$ cat src/rtl/mux_r_in_banco.sv
// Source mux into a one-stage pipeline register that commits into a 2^AW x DW bank; RY reads forward the pending write.
// Latency: capture at edge n, bank commit at edge n+1; PARA=1 freezes both the pipeline register and a pending commit.
module mux_r_in_banco #(
    parameter int              DW      = 8,
    parameter int              AW      = 3,
    parameter int              R0_CERO = 0,
    parameter logic [DW-1:0]   RST_VAL = '0
) (
    input  logic          CLK,
    input  logic          RST,
    input  logic [AW-1:0] RY,
    input  logic [DW-1:0] DATO_IN,
    input  logic [DW-1:0] ALU_IN,
    input  logic [DW-1:0] INM,
    input  logic [1:0]    SELEC,
    input  logic [AW-1:0] RX,
    input  logic          WE,
    input  logic          PARA,
    output logic [DW-1:0] RY_DATO,
    output logic [DW-1:0] DATO,
    output logic          DATO_VALID,
    output logic [AW-1:0] RX_Q
);

    localparam int NREG  = 1 << AW;
    localparam bit R0_EN = (R0_CERO != 0);

    logic [DW-1:0] bank [NREG];
    logic [DW-1:0] sel_val;
    logic          commit;

    // Zero-register override wins over forwarding so R0 never leaks a discarded write.
    always_comb begin
        RY_DATO = bank[RY];
        if (DATO_VALID && (RX_Q == RY))
            RY_DATO = DATO;
        if (R0_EN && (RY == '0))
            RY_DATO = '0;
    end

    always_comb begin
        sel_val = RY_DATO;
        case (SELEC)
            2'b00: sel_val = RY_DATO;
            2'b01: sel_val = DATO_IN;
            2'b10: sel_val = ALU_IN;
            2'b11: sel_val = INM;
        endcase
    end

    assign commit = !PARA && DATO_VALID && !(R0_EN && (RX_Q == '0));

    always_ff @(posedge CLK or posedge RST) begin
        if (RST) begin
            DATO       <= RST_VAL;
            DATO_VALID <= 1'b0;
            RX_Q       <= '0;
        end else if (!PARA) begin
            DATO       <= sel_val;
            DATO_VALID <= WE;
            RX_Q       <= RX;
        end
    end

    always_ff @(posedge CLK or posedge RST) begin
        if (RST) begin
            for (int i = 0; i < NREG; i++)
                bank[i] <= RST_VAL;
        end else if (commit) begin
            bank[RX_Q] <= DATO;
        end
    end

endmodule
$ cat config.mk
export PLATFORM = sky130hd
export DESIGN_NAME = mux_r_in_banco
export DESIGN_NICKNAME = d
export VERILOG_FILES = /design/src/rtl/mux_r_in_banco.sv
export SDC_FILE = /design/constraint.sdc
export NUM_CORES = 1
export LEC_CHECK = 0
export BUFFER_PORTS_ARGS = -buffer_cell sky130_fd_sc_hd__buf_2
export CAP_MARGIN = 10
export CORE_MARGIN = 1.5
export CORE_UTILIZATION = 33
export CTS_BUF_LIST = sky130_fd_sc_hd__clkbuf_8 sky130_fd_sc_hd__clkbuf_16
export DETAILED_ROUTE_END_ITERATION = 8
export PLACE_DENSITY = 0.52
export RECOVER_POWER = 25
export SLEW_MARGIN = 10
export SYNTH_ARGS = -nofsm -noshare
export SYNTH_HDL_FRONTEND = slang
export SYNTH_SLANG_ARGS = --single-unit
$ cat constraint.sdc
create_clock -name CLK -period 2.7 [get_ports CLK]
set_input_delay 0.27 -clock CLK [delete_from_list [all_inputs] [get_ports CLK]]
set_output_delay 0.27 -clock CLK [all_outputs]
set_load 0.01 [all_outputs]
* Word-level counts from Yosys, hierarchy flattened
Cells that the tools add are included.
** Word-level totals
- Flip-flop bits (word level) :: 76
- Input port bits :: 36
** Operators by class
- Order comparisons :: 3
- Equality and inequality tests :: 4
- Multiplexer cells :: 8
- Bitwise operators :: 2
- Reductions and logical operators :: 5
** Operator list (count)
- $bwmux W64 :: 1
- $mux W8 :: 4
- $pmux W8 S4 :: 1
- $bmux W8 S3 :: 1
- $demux W8 S3 :: 1
- $ge A4 B4 Y1 const B :: 2
- $not A3 Y4 :: 2
- $eq A2 B2 Y1 const B :: 2
- $lt A4 B1 Y1 const B :: 1
- $eq A3 B3 Y1 :: 1
- $logic_and A1 B1 Y1 :: 3
- $eq A2 B1 Y1 const B :: 1
- $logic_not A2 Y1 :: 1
- $logic_not A1 Y1 :: 1

* Depth between registers and ports, before layout
Gate-level depths: netlist (run 1).
- Word-level depth :: 6
- Gate-level depth with buffers :: 7

* Least setup slack after synthesis (run 1)
OpenSTA, ideal clock, no wires.
- Path type :: register to output
- Start point :: reg RX_Q[0]
- End point :: out RY_DATO[4]
- Arrival :: 1.456 ns
- Data required time :: 2.430 ns
- Path slack :: 0.974 ns
- Stages on the path, launching flop included :: 6
- Path buffers :: 2
- Cell sequence :: dfrtp_1 -> buf_2 -> xnor2_1 -> nand4_1 -> clkbuf_1 -> o21ai_0
** On the way
- Longest elaborated chain between the ends :: 3
** RTL lines
- from (decl) :: line 22 : output logic [AW-1:0] RX_Q
- from (signal assigned) :: line 57 : RX_Q <= '0;
- from (signal assigned) :: line 61 : RX_Q <= RX;
- $eq A3 B3 Y1 :: line 35 : if (DATO_VALID && (RX_Q == RY))
- $logic_and A1 B1 Y1 :: line 35
- $mux W8 :: line 35
- to (decl) :: line 19 : output logic [DW-1:0] RY_DATO,
No other way between the ends.

* Worst setup path in the final report (run 1)
- Start point :: in RY[0]
- End point :: out RY_DATO[7]
** On the way
- Longest elaborated chain between the ends :: 5
- Elaborated cells between the ends (all ways) :: 7
- Those cells by class :: eq/ne: 1; mux: 4; bitwise: 1; reduce/logical: 1
** RTL lines
- from (decl) :: line 11 : input logic [AW-1:0] RY,
- $not A3 Y4 (not written as such) :: line 34 : RY_DATO = bank[RY];
- $bmux W8 S3 :: line 34
- $mux W8 (not written as such) (2 in a row) :: line 34
- $mux W8 * :: line 35
Every way passes the cells marked *; elsewhere a longest branch is shown, timed or not. The select of a mux whose other input is x is not followed.

==> run metrics, run 1 <==
post-synth top area share 49.5%; Layout Area Growth over Synthesis 17.1%; critical path launch point type input pin; FFs w/ async S/R, synth 100%; minimum clock period after layout 2200 ps; CP Class input pin to output pin; most common cell in the synthesized netlist dfrtp_1; DIE HEIGHT 111 um; RR Startpoint RX_Q[1]; synthesized area 3840 sq um; Hold Crit Start WE; routed vias 2831; maxcap violations 0; yosys warns 0; reg2reg end bank[55]; Post-synth top cells dfrtp_1 (76), mux2_2 (32), nand2_1 (31); clock buffer depth 2; Mapped Cells 339; switching share of power 29.5%; grt total ovfl 0; post-route setup TNS 0 ps; share of layout cells above drive strength 1 30.4%; CTS tree done; Core ar. 11400 sq um; Yosys cell types 38; WL met3 326 um; # IOs 56; Critical Path Sink Type output pin; PortBufs 55; CTS buffer count 9; vias per inst 5.29; WL/cell 17.0 um; Setup violations, final 0; Worst IR Drop VDD 0.333 mV; final slew viol count 0; Met2 Routed Length 4.45 mm; Setup Skew 5.93 ps; Worst Hold Depth 2; largest net degree at the start of global routing 36; DRC viols 0; H-tree depth 3; Antenna Nets Post-Route 0; syn_area_per_cell 11.3 sq um; relative slew slack 42.2%; Final Hold Slack 177 ps; gpl congestion 0.825; FF-to-FF path depth 3; met1 WL 4.11 mm; Root Buffer clkbuf_16; status finished clean; Max Freq 0.455 GHz; antenna cells 0; Power Density 861 nW/um^2; Reg power frac 46.5%; Tot Pwr 3.87 mW; RSZ-0062 raised after global routing false; Detail Placement HPWL 6.75 mm; Tcrit/Tclk final 81.4%; Total Routing Usage GR 15.4%; main area contributors after synthesis dfrtp_1 (49%), mux2_2 (9.4%), mux2i_1 (5.7%); number of synthesized register bits 76; NumNets Final 424; sequential element share of the synthesized area 49.5%; combinational power share 24.9%; num rows 39; Internal 2.73 mW; chip width 111 um; main flop type after synthesis dfrtp_1; 1st-pass router iterations 5; Worst-Margin Slew 867 ps; initial drt markers 193; DR top layer met4; post-synth net total 375; top cell type by total area after synthesis dfrtp_1; Initial Util 33.8%; Crit Path Max Fanout 15; Post-Route WL 9.09 mm; number of synthesized flops with an enable pin 0; power share of the clock group 28.6%; first-pass GRT wire length 14.9 mm; R2R Setup Slk 840 ps; initial antenna violation count 0; crit path DAT 1930 ps; Skew-Pair Late Insertion Delay 330 ps; Hold Vio Cnt, Final 0; Hold Path Sink DATO_VALID; vias in the first global route 2809; Clock Pin Slew Worst Setup and Hold Paths 50 ps; sw power 1.14 mW; HP Class input pin to flip-flop; Req. time, crit path 2430 ps; die area 12300 sq um; Leak 2.09 nW; CTS sink count 76
==> area by class of cell <==
type,count,area [sq um]
clock buffers,11,253
clock inverters,4,25.0
repair buffers,61,320
fillers,1101,6870
inverters,16,60.1
well taps,143,179
multi-input cells,224,1760
flip-flops and latches,76,1900
==> kinds of logic after synthesis <==
family / Yosys count / synth area share [%]
compound gates: 82 / 12.7
flops: 76 / 49.5
mux: 72 / 23.1
simple gates: 67 / 9.31
buf+inv: 39 / 4.72
xor+xnor: 3 / 0.684
==> worst max path at each step <==
stage	start	end	slack [ps]	cells past startpoint
6_report	RY[0]	RY_DATO[7]	500	7
5_1_grt	RST	bank[27]	380	4
4_1_cts	RY[0]	RY_DATO[7]	500	7
3_5_place_dp	RY[0]	RY_DATO[7]	500	7
3_3_place_gp	RY[0]	RY_DATO[7]	500	7
2_1_floorplan	RST	DATO[0]	490	1
==> worst max-delay path, stage by stage <==
cell and delay, ps:
buf_2 330, buf_4 360, mux2_2 370, a22o_1 240, nor3_1 140, nor2_1 60
buf_2 140
==> routing by layer <==
layer / GRT usage (%) / vias to the layer above
met5: 0 / -
li1: - / 1321
met2: 24.4 / 63
met3: 3.34 / 15
met1: 20.5 / 1432
met4: 6.15 / 0
==> flip-flops by register name (all words and copies together) (netlist names) <==
signal and count:
bank 64, DATO_VALID 1, DATO 8, RX_Q 3
==> power groups by stage <==
stage | Clock (mW) | Combinational (mW) | Sequential, mW
finish | 1.11 | 0.966 | 1.80
global route | 1.19 | 1.07 | 1.86
CTS | 1.14 | 0.979 | 1.80
detailed placement | 0 | 0.973 | 1.82
global placement | 0 | 0.945 | 1.81
floorplan | 0 | 0.750 | 1.73
==> metrics by stage <==
step           area [sq um]  setup WS [ps]  cells  utilization (%)
2_1_floorplan          3840            492    339                -
3_3_place_gp           4230            495    519             37.2
3_5_place_dp           4230            498    519             37.2
4_1_cts                4510            495    535             39.7
5_1_grt                4500            384    535             39.6
6_report               4500            503    535             39.6
==> layout by cell type (no fill, tap or decap), types with 9 or more instances in the layout <==
cell type / instances
o21ai_1: 28
nand2_1: 31
mux2_1: 9
inv_1: 16
clkbuf_16: 9
dfrtp_1: 76
o21ai_0: 14
a21oi_1: 14
mux2i_1: 22
buf_2: 55
mux2_2: 32
==> what timing repair did <==
item,CTS,global route
resized for setup,0,0
hold buffers,1,0
setup buffers,0,0
hold endpoints to repair,18,0
Power figures use the tool's default switching activity.
==> inputs of run 2 (changes only) <==
Settings changed: ABC_AREA from default to 1.
Clock period 2.7 ns to 2.16 ns, I/O delays scaled along.
==> run 2 against run 1 <==
Combinational power rose by 9.7%. Critical path depth rose by 2. Design area rose by 2.8%. Via count rose by 27%. Sequential share of layout area fell by 1.1 points. Worst hold slack got worse by 100 ps. Clock power rose by 21%. Worst setup slack got worse by 270 ps. Die area rose by 3.8%. Non-clock buffer count did not move. First-iteration DRC count rose by 32%. Clock skew fell by 1.4 ps. Critical endpoint is now RY_DATO[0].
==> run metrics, run 2 <==
Post-synth top cells nand2_1 (201), nand3_1 (80), dfrtp_1 (76); biggest regs bank: 64 flops, DATO: 8 flops, RX_Q: 3 flops; number of flip-flops in the largest register 64 (unchanged); number of synthesized flops with an enable pin 0 (unchanged); synthesized area 3990 sq um (+3.9%); CTS buffer count 9 (unchanged); Leak 2.39 nW (+14%); reg2reg end bank[3]; grt total ovfl 0 (unchanged); R2R Setup Slk 520 ps (-320 ps); die area 12800 sq um (+3.8%); Root Buffer clkbuf_16; Largest Register bank; minimum clock period after layout 1930 ps; FF-to-FF path depth 3 (unchanged); num rows 39 (unchanged); Mapped Cells 545 (+61%); share of layout cells above drive strength 1 14.8% (-16 points); switching share of power 32.7% (+3.2 points); Final Hold Slack 73.2 ps (-104 ps); Antenna Nets Post-Route 0 (unchanged); CP endpoint RY_DATO[0]; HP Class input pin to flip-flop; Setup Skew 4.49 ps (-1.44 ps); top cell type by total area after synthesis dfrtp_1; WL/cell 15.3 um (-10%); final non-filler cell total 738 (+38%); CTS tree done; crit path DAT 1710 ps (-220 ps); most common cell in the synthesized netlist nand2_1; antenna cells 0 (unchanged); Critical Path Sink Type output pin; Worst path top cell family by delay flip-flops; Req. time, crit path 1940 ps (-490 ps); Setup violations, final 0 (unchanged); post-synth top area share 47.6% (-1.8 points); syn_area_per_cell 7.32 sq um (-35%); routed vias 3585 (+27%); Power Density 974 nW/um^2 (+13%); maxcap violations 0 (unchanged); Core ar. 11600 sq um (+2.1%); chip width 113 um (+1.9%); number of synthesized register bits 76 (unchanged); status finished clean; Internal 3.03 mW (+11%); CP Launch Point RX_Q[1]; Tot Pwr 4.50 mW (+16%); initial antenna violation count 0 (unchanged); commonest cells after routing, fill and taps aside nand2_1 (201), nand3_1 (80), dfrtp_1 (76), o21ai_0 (71), inv_1 (62); yosys warns 0 (unchanged); Max Freq 0.519 GHz; dpl cells 723 (+39%); Post-Route WL 11.3 mm (+24%); Yosys cell types 21 (-45%); main area contributors after synthesis dfrtp_1 (48%), nand2_1 (19%), nand3_1 (10%); clock buffer depth 2 (unchanged); most common library cell in the layout ignoring fill and taps nand2_1; PortBufs 55 (unchanged); dpl ws 266 ps (-232 ps); initial drt markers 255 (+32%); CTS sink count 76 (unchanged); area of placed instances 4360 sq um (+3.2%); DIE HEIGHT 113 um (+1.9%); Total Routing Usage GR 18.9% (+3.5 points); post-route setup TNS 0 ps (unchanged); Crit path buffers/inverters 3 (unchanged); DRC viols 0 (unchanged); critical path launch point type flip-flop; Worst path depth 9 (+2); first-pass GRT wire length 18.5 mm (+25%); Layout Area Growth over Synthesis 15.8%; NumNets Final 628 (+48%); Detail Placement HPWL 8.16 mm (+21%); relative slew slack 35.3% (-6.9 points); H-tree depth 3 (unchanged); largest net degree at the start of global routing 38 (+5.6%); FFs w/ async S/R, synth 100% (unchanged); Worst IR Drop VDD 0.387 mV (+16%); Worst-Margin Slew 970 ps (+103 ps); crit-path cells inv_4 -> nand2_2 -> nand2_2 -> nor2_4 -> nand2_4 -> clkinv_4 -> nand2_1 -> nand2_1 -> buf_2; Tcrit/Tclk final 89.3%; Reg power frac 46.6% (about the same); final worst setup slack 232 ps (-271 ps); sw power 1.47 mW (+29%); 1st-pass router iterations 5 (unchanged); post-layout util 39.8% (+0.25 points); Critical Path Max Stage Delay 540 ps (+170 ps); RSZ-0062 raised after global routing false; # IOs 56 (unchanged); final instance area 4620 sq um (+2.8%); sequential element share of the synthesized area 47.6% (-1.8 points); CP Class flip-flop to output pin; Initial Util 34.4% (+0.57 points); final slew viol count 0 (unchanged); Crit Path Max Fanout 9 (-6); power share of the clock group 29.7% (+1.1 points); Hold Vio Cnt, Final 0 (unchanged); Crit-path slowest cell dfrtp_1; Skew-Pair Late Insertion Delay 340 ps (about the same); Clock Pin Slew Worst Setup and Hold Paths 60 ps (about the same); gpl congestion 0.829 (+0.55%); RR Startpoint RX_Q[2]; main flop type after synthesis dfrtp_1; vias per inst 4.86 (-8.2%); post-synth net total 581 (+55%); combinational power share 23.6% (-1.3 points); vias in the first global route 3437 (+22%)
-- run 2: layer usage --
layer | global-route usage, % | share of wire, % | vias to the layer above
met5 | 0 | 0 | -
met4 | 5.08 | 1.0 | 0
met3 | 3.54 | 3.4 | 10
met2 | 28.3 | 45 | 69
met1 | 27.9 | 51 | 1693
li1 | - | - | 1813
-- run 2: worst min-delay path, delay by kind of cell --
family / cells / cell delay, ps
buf+inv: 1 / 80
simple gates: 2 / 80
-- run 2: cell families (layout without fill, tap and decap cells) --
family / count (synthesis) / count (layout) / synth area share (%)
buffers and inverters: 93 / 143 / 10.3
flip-flops: 76 / 76 / 47.6
AO/OA/AOI/OAI: 77 / 77 / 9.72
AND/OR/NAND/NOR: 299 / 299 / 32.3
-- run 2: how the worst min path moves through the flow --
stage | slack, ps | startpoint | cells after the start | endpoint
6_report | 70 | WE | 3 | DATO_VALID
5_1_grt | 90 | WE | 3 | DATO_VALID
4_1_cts | 60 | WE | 3 | DATO_VALID
3_5_place_dp | 300 | RST | 2 | bank[22]
3_3_place_gp | 290 | RST | 2 | bank[22]
2_1_floorplan | 330 | WE | 2 | DATO_VALID
-- run 2: cell type report --
type	instances	area (sq um)
Clock inverter	4	18.8
Clock buffer	10	239
Fill cell	1227	6990
Sequential cell	76	1900
Tap cell	143	179
Multi-Input combinational cell	376	1680
Inverter	68	263
Timing Repair Buffer	61	344
-- run 2: power groups by stage --
stage	Combinational (mW)	Clock, mW	Sequential, mW
after floorplan	0.760	0	2.05
after detailed placement	1.07	0	2.12
after global routing	1.25	1.43	2.16
after global placement	1.05	0	2.12
after CTS	1.08	1.37	2.10
final	1.06	1.34	2.10
-- run 2: repair_timing --
action | 4_1_cts | 5_1_grt
endpoints found under the hold margin | 23 | 0
hold buffers | 1 | 0
setup endpoints to repair | 0 | 0
setup buffers | 0 | 0
gates resized for setup | 0 | 0
==> inputs of run 3 (changes only) <==
Clock period 2.16 ns to 2.35 ns, I/O delays scaled along.
==> run 3 against run 2 <==
The run now ends with max-capacitance violations, max-slew violations left. Design area decreased by 0.16%. Non-clock buffer count decreased by 2. Via count increased by 0.31%. Cell count decreased by 0.27%. Die area unchanged. Combinational power decreased by 9.7%. Worst hold slack improved by 21 ps. Register-to-register slack improved by 220 ps. Clock-buffer cell count increased by 1. Critical path depth unchanged. Sequential power decreased by 9%.
==> run metrics, run 3 (same netlist as run 2, synthesis figures left out) <==
status complete, but fails checks; failing checks max-capacitance violations, max-slew violations; Detail Placement HPWL 7.68 mm (-6.0%); Clock Pin Slew Worst Setup and Hold Paths 60 ps (about the same); switching share of power 31.2% (-1.6 points); initial antenna violation count 0 (unchanged); RSZ-0062 raised after global routing false; cells resized by post-CTS repair 0 (unchanged); Hold Vio Cnt, Final 0 (unchanged); Post-Route WL 10.7 mm (-4.8%); area of placed instances 4340 sq um (-0.46%); Req. time, crit path 2120 ps (+180 ps); Met2 Routed Length 5.21 mm (+3.4%); Layout Area Growth over Synthesis 15.6%; Leak 2.39 nW (+0.14%); # IOs 56 (unchanged); critical path launch point type flip-flop; PortBufs 55 (unchanged); final slew viol count 77 (+77); Core ar. 11600 sq um (unchanged); Power Density 919 nW/um^2 (-5.7%); H-tree depth 3 (unchanged); Worst IR Drop VDD 0.303 mV (-22%); Max Freq 0.503 GHz; antenna cells 0 (unchanged); DIE HEIGHT 113 um (unchanged); most common library cell in the layout ignoring fill and taps nand2_1; Initial Util 34.4% (unchanged); combinational power share 22.6% (-1.0 points); sw power 1.32 mW (-10%); num rows 39 (unchanged); relative slew slack -24.7% (-60 points); Setup Skew 6.30 ps (+1.82 ps); clock buffer depth 2 (unchanged); DRC viols 0 (unchanged); vias in the first global route 3557 (+3.5%); WL/cell 14.6 um (-4.5%); share of layout cells above drive strength 1 15.3% (+0.56 points); routed vias 3596 (+0.31%); DR top layer met4; CP Class flip-flop to output pin; power share of the clock group 32.3% (+2.6 points); crit path DAT 1750 ps (+40 ps); Reg power frac 45.2% (-1.4 points); Largest Register bank; post-route setup TNS 0 ps (unchanged); maxcap violations 1 (+1); Critical Path Sink Type output pin; Crit Path Max Fanout 9 (unchanged); minimum clock period after layout 1990 ps; HP Class input pin to flip-flop; CTS sink count 76 (unchanged); Antenna Nets Post-Route 0 (unchanged); die area 12800 sq um (unchanged); met1 WL 5.08 mm (-11%); Tcrit/Tclk final 84.6%; final instance area 4620 sq um (-0.16%); hold-fix buffers at CTS 0 (-1); first-pass GRT wire length 18.1 mm (-2.4%); NumNets Final 626 (-0.32%); Setup violations, final 0 (unchanged); CTS buffer count 9 (unchanged); largest net degree at the start of global routing 77 (+100%); final non-filler cell total 736 (-0.27%); biggest regs bank: 64 flops, DATO: 8 flops, RX_Q: 3 flops; Root Buffer clkbuf_16; number of flip-flops in the largest register 64 (unchanged); chip width 113 um (unchanged); WL met3 336 um (-11%); vias per inst 4.89 (+0.58%); Setup Buffers After CTS 0 (unchanged); grt total ovfl 0 (unchanged); commonest cells after routing, fill and taps aside nand2_1 (201), nand3_1 (80), dfrtp_1 (76), o21ai_0 (71), inv_1 (61); Skew-Pair Late Insertion Delay 330 ps (about the same); gpl congestion 0.878 (+5.8%); Internal 2.92 mW (-3.6%); Total Routing Usage GR 17.9% (-0.93 points); CTS tree done; initial drt markers 257 (+0.78%); Worst-Margin Slew 1870 ps (+901 ps); 1st-pass router iterations 5 (unchanged); dpl cells 722 (-0.14%)
run 3: cell types whose count changed in the layout (fill, tap and decap cells not counted), moves of 2 or more:
cell      change
buf_12        -2
buf_2         +3
clkbuf_1      -3
clkinv_2      -2
run 3: final timing paths:
check / startpoint / end / slack (ps) / depth (start not counted)
max: RX_Q[1] / RY_DATO[6] / 360 / 9
min: WE / DATO_VALID / 90 / 3
max reg2reg: RX_Q[0] / bank[16] / 740 / 5
min reg2reg: bank[27] / bank[27] / 480 / 2
max in group asynchronous: RST / DATO[3] / 670 / 3
min in group asynchronous: RST / bank[61] / 570 / 3
run 3: power by group through the flow:
stage | Combinational (mW) | Sequential, mW | Clock, mW
6_report | 0.957 | 1.92 | 1.37
5_1_grt | 1.12 | 1.97 | 1.46
4_1_cts | 0.975 | 1.92 | 1.40
3_5_place_dp | 0.970 | 1.94 | 0
3_3_place_gp | 0.952 | 1.93 | 0
2_1_floorplan | 0.699 | 1.88 | 0
run 3: stage by stage:
step / worst slack, ps / power [mW] / utilization [%] / hold slack [ps]
floorplan: 177 / 2.58 / - / 345
global placement: 526 / 2.89 / 37.4 / 366
detailed placement: 494 / 2.91 / 37.4 / 371
CTS: 358 / 4.29 / 39.9 / 16.3
global route: 228 / 4.55 / 39.7 / 104
finish: 361 / 4.24 / 39.7 / 94.6
run 3: area by class of cell:
type                    count  area, sq um
fillers                  1237         7000
flip-flops and latches     76         1900
multi-input cells         376         1680
repair buffers             59          303
inverters                  68          263
clock buffers              11          253
well taps                 143          179
clock inverters             3         38.8
run 3: per-layer routing:
metal	track usage, %	vias to the layer above
li1	-	1811
met3	3.91	10
met5	0	-
met2	30.5	75
met4	3.92	0
met1	23.5	1700
run 3: critical path, stage by stage (launching register included):
cell      delay (ps)
dfrtp_1          540
inv_4            110
nand2_2           80
nand2_2           60
nor2_4           100
nand2_4          110
clkinv_4         120
nand2_1           70
nand2_1          100
buf_2            130
